==> src/rtl/chip_serializer.sv <==
// O-QPSK chip serializer: even chips on I, odd chips on Q offset by half a chip-pair period.
// Optional symbol counter output enabled with `define CHIP_SER_SYMCOUNT_EN.
module chip_serializer #(
    parameter int CHIP_W  = 32,
    parameter int CLK_DIV = 4
) (
    input  logic              inClk,
    input  logic              inResetN,
    input  logic [CHIP_W-1:0] inData,
    input  logic              inValid,
    output logic              outReady,
    output logic              outI,
    output logic              outQ,
    output logic              outIStrobe,
    output logic              outQStrobe,
    output logic              outBusy
`ifdef CHIP_SER_SYMCOUNT_EN
    ,
    output logic [7:0]        outSymCount
`endif
);

    localparam int PW = (CHIP_W / 2 > 1) ? $clog2(CHIP_W / 2) : 1;
    localparam int DW = $clog2(CLK_DIV);
    localparam logic [PW-1:0] PAIR_LAST = PW'(CHIP_W / 2 - 1);
    localparam logic [DW-1:0] DIV_LAST  = DW'(CLK_DIV - 1);
    localparam logic [DW-1:0] DIV_HALF  = DW'(CLK_DIV / 2);
    localparam logic [DW-1:0] DIV_PREQ  = DW'(CLK_DIV / 2 - 1);

    typedef enum logic {
        IDLE,
        SHIFT
    } state_t;

    state_t            state_q, state_d;
    logic [CHIP_W-1:0] shift_q, shift_d;
    logic [PW-1:0]     pair_q, pair_d;
    logic [DW-1:0]     div_q, div_d;
    logic              q_q, q_d;
    logic              last_cycle;
    logic              ready_int;
    logic              take;

    always_ff @(posedge inClk or negedge inResetN) begin
        if (!inResetN) begin
            state_q <= IDLE;
            shift_q <= '0;
            pair_q  <= '0;
            div_q   <= '0;
            q_q     <= 1'b0;
        end else begin
            state_q <= state_d;
            shift_q <= shift_d;
            pair_q  <= pair_d;
            div_q   <= div_d;
            q_q     <= q_d;
        end
    end

    always_comb begin
        state_d    = state_q;
        shift_d    = shift_q;
        pair_d     = pair_q;
        div_d      = div_q;
        q_d        = q_q;
        last_cycle = (state_q == SHIFT) && (pair_q == PAIR_LAST) && (div_q == DIV_LAST);
        ready_int  = (state_q == IDLE) || last_cycle;
        take       = inValid && ready_int;

        case (state_q)
            IDLE: begin
                q_d = 1'b0;
                if (take) begin
                    state_d = SHIFT;
                    shift_d = inData;
                    pair_d  = '0;
                    div_d   = '0;
                end
            end
            SHIFT: begin
                if (take) begin
                    // Reload on the final cycle keeps the I strobe period unbroken.
                    shift_d = inData;
                    pair_d  = '0;
                    div_d   = '0;
                end else if (last_cycle) begin
                    state_d = IDLE;
                    shift_d = '0;
                    pair_d  = '0;
                    div_d   = '0;
                    q_d     = 1'b0;
                end else if (div_q == DIV_LAST) begin
                    div_d   = '0;
                    pair_d  = pair_q + 1'b1;
                    shift_d = shift_q << 2;
                end else begin
                    div_d = div_q + 1'b1;
                    // Q is loaded one edge early so it changes exactly at the half-period strobe.
                    if (div_q == DIV_PREQ) begin
                        q_d = shift_q[CHIP_W-2];
                    end
                end
            end
            default: state_d = IDLE;
        endcase
    end

    // Gated with the reset input so the block refuses data while held in reset.
    assign outReady   = inResetN && ready_int;
    assign outBusy    = (state_q == SHIFT);
    assign outI       = (state_q == SHIFT) && shift_q[CHIP_W-1];
    assign outQ       = (state_q == SHIFT) && q_q;
    assign outIStrobe = (state_q == SHIFT) && (div_q == '0);
    assign outQStrobe = (state_q == SHIFT) && (div_q == DIV_HALF);

`ifdef CHIP_SER_SYMCOUNT_EN
    logic [7:0] sym_cnt_q, sym_cnt_d;

    always_ff @(posedge inClk or negedge inResetN) begin
        if (!inResetN) begin
            sym_cnt_q <= '0;
        end else begin
            sym_cnt_q <= sym_cnt_d;
        end
    end

    always_comb begin
        sym_cnt_d = sym_cnt_q;
        if (take) begin
            sym_cnt_d = sym_cnt_q + 8'd1;
        end
    end

    assign outSymCount = sym_cnt_q;
`endif

endmodule

==> config.mk <==
export PLATFORM = sky130hd
export DESIGN_NAME = chip_serializer
export DESIGN_NICKNAME = d
export VERILOG_FILES = /design/src/rtl/chip_serializer.sv
export SDC_FILE = /design/constraint.sdc
export NUM_CORES = 1
export LEC_CHECK = 0
export CAP_MARGIN = 0
export CORE_MARGIN = 1
export CORE_UTILIZATION = 56
export DETAILED_ROUTE_END_ITERATION = 7
export PLACE_DENSITY_LB_ADDON = 0.1
export SLEW_MARGIN = 0
export SYNTH_ARGS = -nofsm -noshare
export SYNTH_HDL_FRONTEND = slang
export SYNTH_SLANG_ARGS = --single-unit
export TNS_END_PERCENT = 50
==> constraint.sdc <==
create_clock -name inClk -period 2.6 [get_ports inClk]
set_input_delay 0.52 -clock inClk [delete_from_list [all_inputs] [get_ports inClk]]
set_output_delay 0.52 -clock inClk [all_outputs]
set_load 0.01 [all_outputs]
* Yosys cells after proc, flatten, opt, wreduce, memory -nomap -nowiden
Index checks and enable logic that the tools add are counted.
** Word-level totals
- Register bits :: 40
- Input bits :: 35
- Logic and storage cells :: 53
** Cells by class
- Add/sub/neg operators :: 2
- Eq/ne operators :: 9
- Muxes and demuxes :: 24
- Bitwise logic cells :: 1
- Reduce and logical (&&, ||, !) cells :: 12
** Operators by type and width (count)
- 2-to-1 mux 32 bit :: 4
- one-hot mux 32 bit (2 select lines) :: 1
- 2-to-1 mux 4 bit :: 4
- logical AND 1 bit :: 8
- 2-to-1 mux 2 bit :: 4
- one-hot mux 4 bit (2 select lines) :: 1
- 2-to-1 mux 1 bit :: 7
- adder 4 x 1 -> 4 bit (second input constant) :: 1
- == test 2 bit (second input constant) :: 2
- == test 4 bit (second input constant) :: 1
- inequality test 2 bit (second input constant) :: 2
- inequality test 4 x 1 -> 1 bit (second input constant) :: 1
- one-hot mux 1 bit (2 select lines) :: 2
- one-hot mux 2 bit (2 select lines) :: 1
- inequality test 3 x 1 -> 1 bit (second input constant) :: 1
- inequality test 3 bit (second input constant) :: 1
- AND reduction 3 bit :: 1
- adder 2 x 1 -> 2 bit (second input constant) :: 1
- == test 2 x 1 -> 1 bit (second input constant) :: 1
- zero test 2 bit :: 1
- AND reduction 2 bit :: 1
- logical OR 1 bit :: 1
- NOT 1 bit :: 1

* Longest topological paths before layout
Gate-level depths: netlist of run 1.
- Depth in word-level cells :: 7
- Gate-level depth with buffers :: 7

* Worst setup path after synthesis of run 1
OpenSTA, ideal clock, no wires.
- Kind :: register -> output
- Start :: register div_q[0]
- End :: output outReady
- Arrival :: 1341 ps
- Slack :: 739 ps
- Stages on the path, launching flop included :: 6
- Buffers on the path :: 2
- Cells stage by stage :: dfrtp_1 -> ha_1 -> buf_6 -> nand4_2 -> buf_2 -> a21boi_0
** Between the ends
- Longest elaborated chain between the ends :: 4
** RTL lines
- start, declared :: RTL line 38 : logic [DW-1:0] div_q, div_d;
- start signal, assigned :: RTL line 55 : div_q <= div_d;
- == test 2 bit :: RTL line 66 : last_cycle = (state_q == SHIFT) && (pair_q == PAIR_LAST) && (div_q == DIV_LAST);
- logical AND 1 bit :: RTL line 66
- logical OR 1 bit :: RTL line 67 : ready_int = (state_q == IDLE) || last_cycle;
- logical AND 1 bit :: RTL line 109 : assign outReady = inResetN && ready_int;
- end, declared :: RTL line 11 : output logic outReady,
No other way between the ends.

* Final worst setup path of run 1
Ends and elaborated chain as after synthesis.

==> summary.md, run 1 <==
The number of diodes added for antenna fixing is 0. During synthesis, Yosys emitted a total of 0 warnings. Dividing the detail-routed wire length by the instance count gives 15.17 um. Counting the buffers created by CTS gives 5. The tools report the first-pass detailed-route iteration total as 4. The number of resized instances in the post-cts repair step was 0. For the final total negative setup slack, the log shows 0 ps. Post-route worst setup slack: 204.4 ps. The critical path startpoint category is a flop. The initialized floorplan defines 23 standard-cell rows. The clock arrives with 6.717 ps of skew. The worst setup path is captured at a primary output.

In this run the standard cell core region covers 4086 um^2. The residual overflow from global routing is 0. Among all flip-flop cells after synthesis, the most frequent one is dfrtp_1. Initial core utilization: 0.5995.

The vertical die dimension was 68.14 um; the cell leakage power was 1.133 nW. During placement, the flow inserted port buffers numbering 40. Max-cap violations in this run came to 0. The signal on the critical path passes through ha_2, nand4_2, a21boi_0, clkdlybuf4s50_1.

Utilization of the core after routing: 0.7033. The logs give 2874 um^2 for the final design instance area without fill and 1912 for the via count of the first global-routing pass. The floorplan die width was 68.14 um; the number of setup violations in the final report was 0. On the final layout, the worst hold slack is 305.2 ps.

TritonCTS built the clock tree. After detailed routing, the wire length on met1 is 2433 um. The post-synthesis mux area share was 0.02298; the number of placed instances, taps included was 337. The run gives 0 as the post-CTS setup-driven buffer insertion count. Static timing analysis puts the maximum clock frequency at 417.4 MHz. The die covers 4643 um^2. The area fraction in and, or, nand and nor cells after synthesis works out to 0.3023. The complex-gate fraction of the synthesized area is 0.1502, and the overall power after layout is 2.714 mW. Dividing the detail-routed via count by the number of cells gives 6.081. In this run, synthesis produced a sequential element count of 40.

Combined global-route utilization of all metal layers: 0.2533. The post-synthesis share of cell area spent on xor and xnor gates is 0.003575, and the latest clock arrival within the worst-skew pair is 300 ps. Final critical-path required period: 2396 ps. The number of enable flip-flop cells after synthesis is 0, and the maximum ir drop on the vdd rail is 0.5226 mV. Setup repair after global routing left no endpoint under its margin. The net count after synthesis is 308.

The adder-cell share of the synthesized area was 0.02554; the final standard cell count with taps included and fillers excluded was 345. The number of antenna violations at the first check in global routing came out at 0. The top cell types in the final layout, fill and taps aside, are nand3_1 (63), dfrtp_1 (39), clkdlybuf4s50_1 (39). The worst min-delay path class is in2async. The first global-routing pass estimated 8673 um of wire.

The pin count of the biggest net entering global routing is 63, and the number of filler instances in the final layout is 336. The highest routed metal layer is met4. Before CTS, the worst setup slack after placement is 463.5 ps. The tools report the worst relative slew slack as 0.6076.

Dividing the synthesized area by the synthesized cell count gives 9.141 um^2. The clock-pin transition on the worst setup and hold timing paths was 80 ps. Of all nets on the critical path, the largest fanout is 10. The mapped netlist covers 2450 um^2. At the worst endpoint, the required time is 2080 ps. The run finished with clean final reports. The detailed router finished its first iteration with 195 violations.

After clock tree synthesis, the flow added hold-fix buffers numbering 0. The proportion of synthesized flip-flops having asynchronous set or reset is 1.000. The met2 wire length was 2507 um. The routed layout has 2098 vias.

By startpoint and endpoint, the worst setup path is classified as reg2out. The remaining antenna violation count is 0, and the level count of the clock H-tree is 2. The layout-stage area growth over the synthesis result was 17.31%; the number of design rule violations left after detail routing was 0. Summed over all nets, the half-perimeter wirelength after detailed placement is 3261 um. For this block, the routed nets add up to 5234 um of wire.

Leaving out fill and tap cells, the most frequent cell in the layout is nand3_1. The slew of the pin with the lowest slew margin was 588.6 ps; the number of hold violations in the final report was 0. The clock passes through at most 2 buffers.

The logs give 2760 um^2 for the instance area after placement and 0.7574 for the placer congestion estimate. On the worst path, the slowest cell contributes a delay of 560 ps. The logs give 40 for the number of sinks driven by the clock tree and 0 for the total count of max-transition violations in the final report. The total met3 wirelength after detailed routing was 226 um; the number of distinct library cell variants in the gate-level netlist after synthesis was 32.

For this design, the slowest cell found on the critical path is clkdlybuf4s50_1. STA puts the critical path data arrival time at 1880 ps. The tools report the number of top-level pins as 41.

Dominant combinational cell family by area after synthesis: simple AND/OR/NAND/NOR gates. The proportion of layout cells with a drive suffix above 1 was 0.07797; the sequential element share of the synthesized area was 0.4086. In this run the clock root is driven by a clkbuf_8.

The run gives 334 as the final net count. The number of instances in the synthesized netlist was 268. The final critical-path share of the clock period is 0.9214, and the total power per unit cell area is 944.4 nW/um^2.
[sequential cells by signal, summed over array words and instances (netlist names)]
signal   cells
div_q        2
outBusy      1
pair_q       4
q_q          1
shift_q     32
[cell usage after synthesis (all sizes together) (2+ instances only)]
| library cell | instances | share of area |
|---|---|---|
| a22o | 2 | 0.0072 |
| o22ai | 2 | 0.0051 |
| dfrtp | 40 | 0.41 |
| and2 | 3 | 0.0077 |
| nor2 | 31 | 0.047 |
| mux2i | 3 | 0.012 |
| nand2 | 7 | 0.011 |
| ha | 5 | 0.026 |
| a41oi | 30 | 0.11 |
| nand2b | 32 | 0.082 |
| o211ai | 3 | 0.0092 |
| inv | 5 | 0.0077 |
| nand4 | 2 | 0.0077 |
| a21o | 2 | 0.0061 |
| nand3 | 63 | 0.13 |
| buf | 22 | 0.072 |
| clkbuf | 5 | 0.0077 |
| mux2 | 2 | 0.011 |
[kinds of logic after synthesis]
logic type | count (synthesis)
adder cells (fa/ha/maj) | 5
buffers and inverters | 32
AO/OA/AOI/OAI | 42
XOR/XNOR | 1
flip-flops | 40
AND/OR/NAND/NOR | 143
multiplexers | 5
[critical path: cells and delay by family (launching register included)]
kind                     cells  cell delay (ps)
AO/OA/AOI/OAI                1              190
AND/OR/NAND/NOR              1              130
flip-flops                   1              420
buffers and inverters        1              560
adder cells (fa/ha/maj)      1              300
[per-layer routing]
metal | track usage | up-vias
met3 | 0.05500 | 6
met4 | 0.07031 | 0
met1 | 0.3390 | 1017
met5 | 0 | -
li1 | - | 1018
met2 | 0.4105 | 57
[final cells by class]
cell class	instances	area [um^2]	area share
Clock buffer	5	68.82	0.02394
Timing Repair Buffer	46	440.4	0.1532
Tap cell	50	62.56	0.02177
Multi-Input combinational cell	196	1239	0.4310
Inverter	5	18.77	0.006530
Clock inverter	3	42.54	0.01480
Sequential cell	40	1002	0.3487
[worst paths after layout]
check	cells past startpoint	from	slack (ps)	to
min reg2reg	2	shift_q[0]	560	shift_q[0]
min in group inClk	2	shift_q[0]	560	shift_q[0]
min	2	inResetN	310	q_q
max	4	div_q[0]	200	outReady
max reg2reg	3	outBusy	620	shift_q[10]
max in group asynchronous	2	inResetN	1920	outBusy
[where the power goes]
| part | internal, mW | switching [mW] |
|---|---|---|
| combinational | 0.559 | 0.564 |
| sequential | 0.899 | 0.182 |
| clock | 0.284 | 0.227 |
| total | 1.74 | 0.973 |
Note: power is estimated with default switching activity, not from simulation.
==> inputs of run 2 (changes only) <==
Settings changed: ABC_CLOCK_PERIOD_IN_PS set to 2600, CORE_ASPECT_RATIO set to 2.
==> run 2 against run 1 <==
Net effect:
- die area is 0.35% higher
- routed wire length is 2.5% lower
- hold slack better by 14 ps
- register-to-register slack better by 250 ps
- non-clock buffer count is 1 lower
- clock skew is 0.65 ps lower
- design area is 1.3% lower
- utilization is 1.7 points lower
- clock-buffer cell count is 1 higher
- largest cell class unchanged
- first-iteration DRC count is 73% lower
- critical path type unchanged
- critical path depth stayed put
==> summary.md, run 2 (synthesis gave the netlist of run 1 again) <==
The clock-pin transition on the worst setup and hold timing paths works out to 80 ps. Port buffering added 40 buffers. The tool flagged a number of max-cap violations equal to 0. Setup repair after global routing left no endpoint under its margin.

The logs give 0.5933 for the initial core utilization and 0 for the number of antenna violations at the first check in global routing. Worst relative slew slack: 0.6139. The slowest library cell on the worst path is clkdlybuf4s50_1. Leaving out fill and tap cells, the most frequent cell in the layout is nand3_1. The register with the most flip-flops in the layout has 32 of them. For the final routed database, the setup TNS stands at 0 ps. In this run the number of H-tree levels came out at 2.

The critical path startpoint category is a flop. Final critical-path share of the clock period: 0.9346. Layout-stage area growth over the synthesis result: 15.73%. Summed over all layers, the routed wires come to 5104 um. Once the clock tree was built, the setup fixing pass inserted 0 buffers.

For this block, the initial DRC count from the detailed router was 52. The tools report the total count of max-transition violations in the final report as 0. The latest clock arrival within the worst-skew pair came out at 290 ps. The repair_antennas step left the layout with diodes totalling 0. Data on the critical path is required at its endpoint by 2080 ps. The maximum ir drop on the vdd rail is 0.6303 mV.

Register with the most flip-flops: shift_q. The setup skew after layout was 6.069 ps; the sequential power share was 0.413. Root buffer cell: clkbuf_8.

The HPWL after detailed placement is 3215 um. Traced cell by cell, the critical path runs through ha_2, nand4_2, a21boi_0, clkdlybuf4s50_1. The routed layout has 2068 vias.

The tools report the arrival time reported for the critical path endpoint as 1910 ps. The die covers 4659 um^2. The tools report the number of hold violations in the final report as 0.

The logs give 411.5 MHz for the maximum operating frequency and 40 for the number of sinks driven by the clock tree. Dividing the detail-routed via count by the number of cells gives 5.994. The run gives 33 as the number of placement rows. The clock passes through at most 2 buffers. The die is 48.77 um wide.

The proportion of layout cells with a drive suffix above 1 works out to 0.06826. The via count of the first global-routing pass was 2082. STA classifies the critical path endpoint as a primary output. The run gives 0.435 as the portion of total power attributed to combinational logic.

Along the worst path, the maximum fanout reaches 10. The number of hold buffers added after CTS was 0. The residual overflow from global routing came out at 0. The tools report the total internal power as 1.639 mW. The placeable core region is 4129 um^2. In this run the worst hold path is classified as in2async. The number of filler instances in the final layout is 333. 41 I/O pins were placed.

The total power per unit cell area came out at 911.7 nW/um^2. The first-pass detailed-route iteration total was 4. The top cell types in the final layout, fill and taps aside, are nand3_1 (63), dfrtp_1 (39), clkdlybuf4s50_1 (39).

The combined global-route utilization of all metal layers came out at 0.2526. The critical path start-end classification was reg2out. The relative contribution of the clock network to total power is 0.152. In the final routed layout, each cell accounts on average for 14.79 um. The detail route stage leaves a number of antenna-violating nets equal to 0. The pin count of the biggest net entering global routing was 63; the placer congestion estimate was 0.7973. The largest registers in the layout are shift_q: 32 flops, pair_q: 4 flops, div_q: 2 flops.

The tools report the cell leakage power as 1.116 nW. The number of setup violations in the final report came out at 0. TritonCTS built the clock tree. From bottom edge to top edge, the die measures 95.54 um. For the number of resized instances in the post-cts repair step, the log shows 0.

Number of design rule violations left after detail routing: 0. Summed over all nets, the switching power comes to 946.3 uW. Slew of the pin with the lowest slew margin: 579.2 ps. The final net count was 333. The flow ran to the end, and the final reports show no timing, DRC or antenna violations.

The logs give 9114 um for the global-route wire length before repair and 5 for the clock buffer count from CTS. Stage delay of the slowest cell on the critical path: 570 ps. The net switching share of the total power is 0.3661, and the final critical-path required period is 2430 ps. The tools report the utilization of the core after routing as 0.6867.
[run 2: metal layers]
layer | GRT usage | vias to the layer above | share of wire
met1 | 0.2926 | 997 | 0.42
met3 | 0.03349 | 8 | 0.031
met2 | 0.4595 | 47 | 0.53
met4 | 0.1078 | 0 | 0.021
met5 | 0 | - | 0
li1 | - | 1016 | -
[run 2: power by group through the flow]
stage / clock network [mW] / registers, mW / logic (mW)
final: 0.392 / 1.07 / 1.12
after global placement: 0 / 1.08 / 1.11
after detailed placement: 0 / 1.08 / 1.14
after CTS: 0.402 / 1.07 / 1.14
after floorplan: 0 / 1.04 / 0.921
after global routing: 0.420 / 1.10 / 1.29
[run 2: worst max-delay path: cells and delay by family (launching register included)]
kind	cells	cell delay (ps)
flops	1	410
compound gates	1	220
fa+ha+maj	1	290
buf+inv	1	570
simple gates	1	120
[run 2: per-stage QoR]
step | cell area, um^2 | power, mW | cells | setup slack [ps] | hold WS (ps)
floorplan | 2450 | 1.956 | 268 | 739.2 | 224.4
global placement | 2755 | 2.188 | 338 | 505.2 | 528.2
detailed placement | 2755 | 2.221 | 338 | 435.5 | 542.9
CTS | 2833 | 2.614 | 345 | 104.1 | 337.5
global route | 2835 | 2.815 | 345 | 69.03 | 368.1
finish | 2835 | 2.585 | 345 | 170.0 | 318.9
[run 2: final cells by class]
class                           instances  area (um^2)  share of cell area
Timing Repair Buffer                   45        432.9              0.1527
Inverter                                5        18.77            0.006620
Clock inverter                          1        5.005            0.001765
Tap cell                               52        65.06             0.02295
Sequential cell                        40         1002              0.3535
Multi-Input combinational cell        196         1239              0.4369
Clock buffer                            6        72.57             0.02560
[run 2: worst paths after layout]
check | from | endpoint | slack (ps) | cells after the start
min in group inClk | div_q[1] | div_q[1] | 550 | 1
setup reg to reg | div_q[0] | pair_q[0] | 870 | 4
setup / recovery | div_q[0] | outReady | 170 | 4
hold / removal | inResetN | shift_q[1] | 320 | 2
hold reg to reg | div_q[1] | div_q[1] | 550 | 1
max in group asynchronous | inResetN | outBusy | 1890 | 2
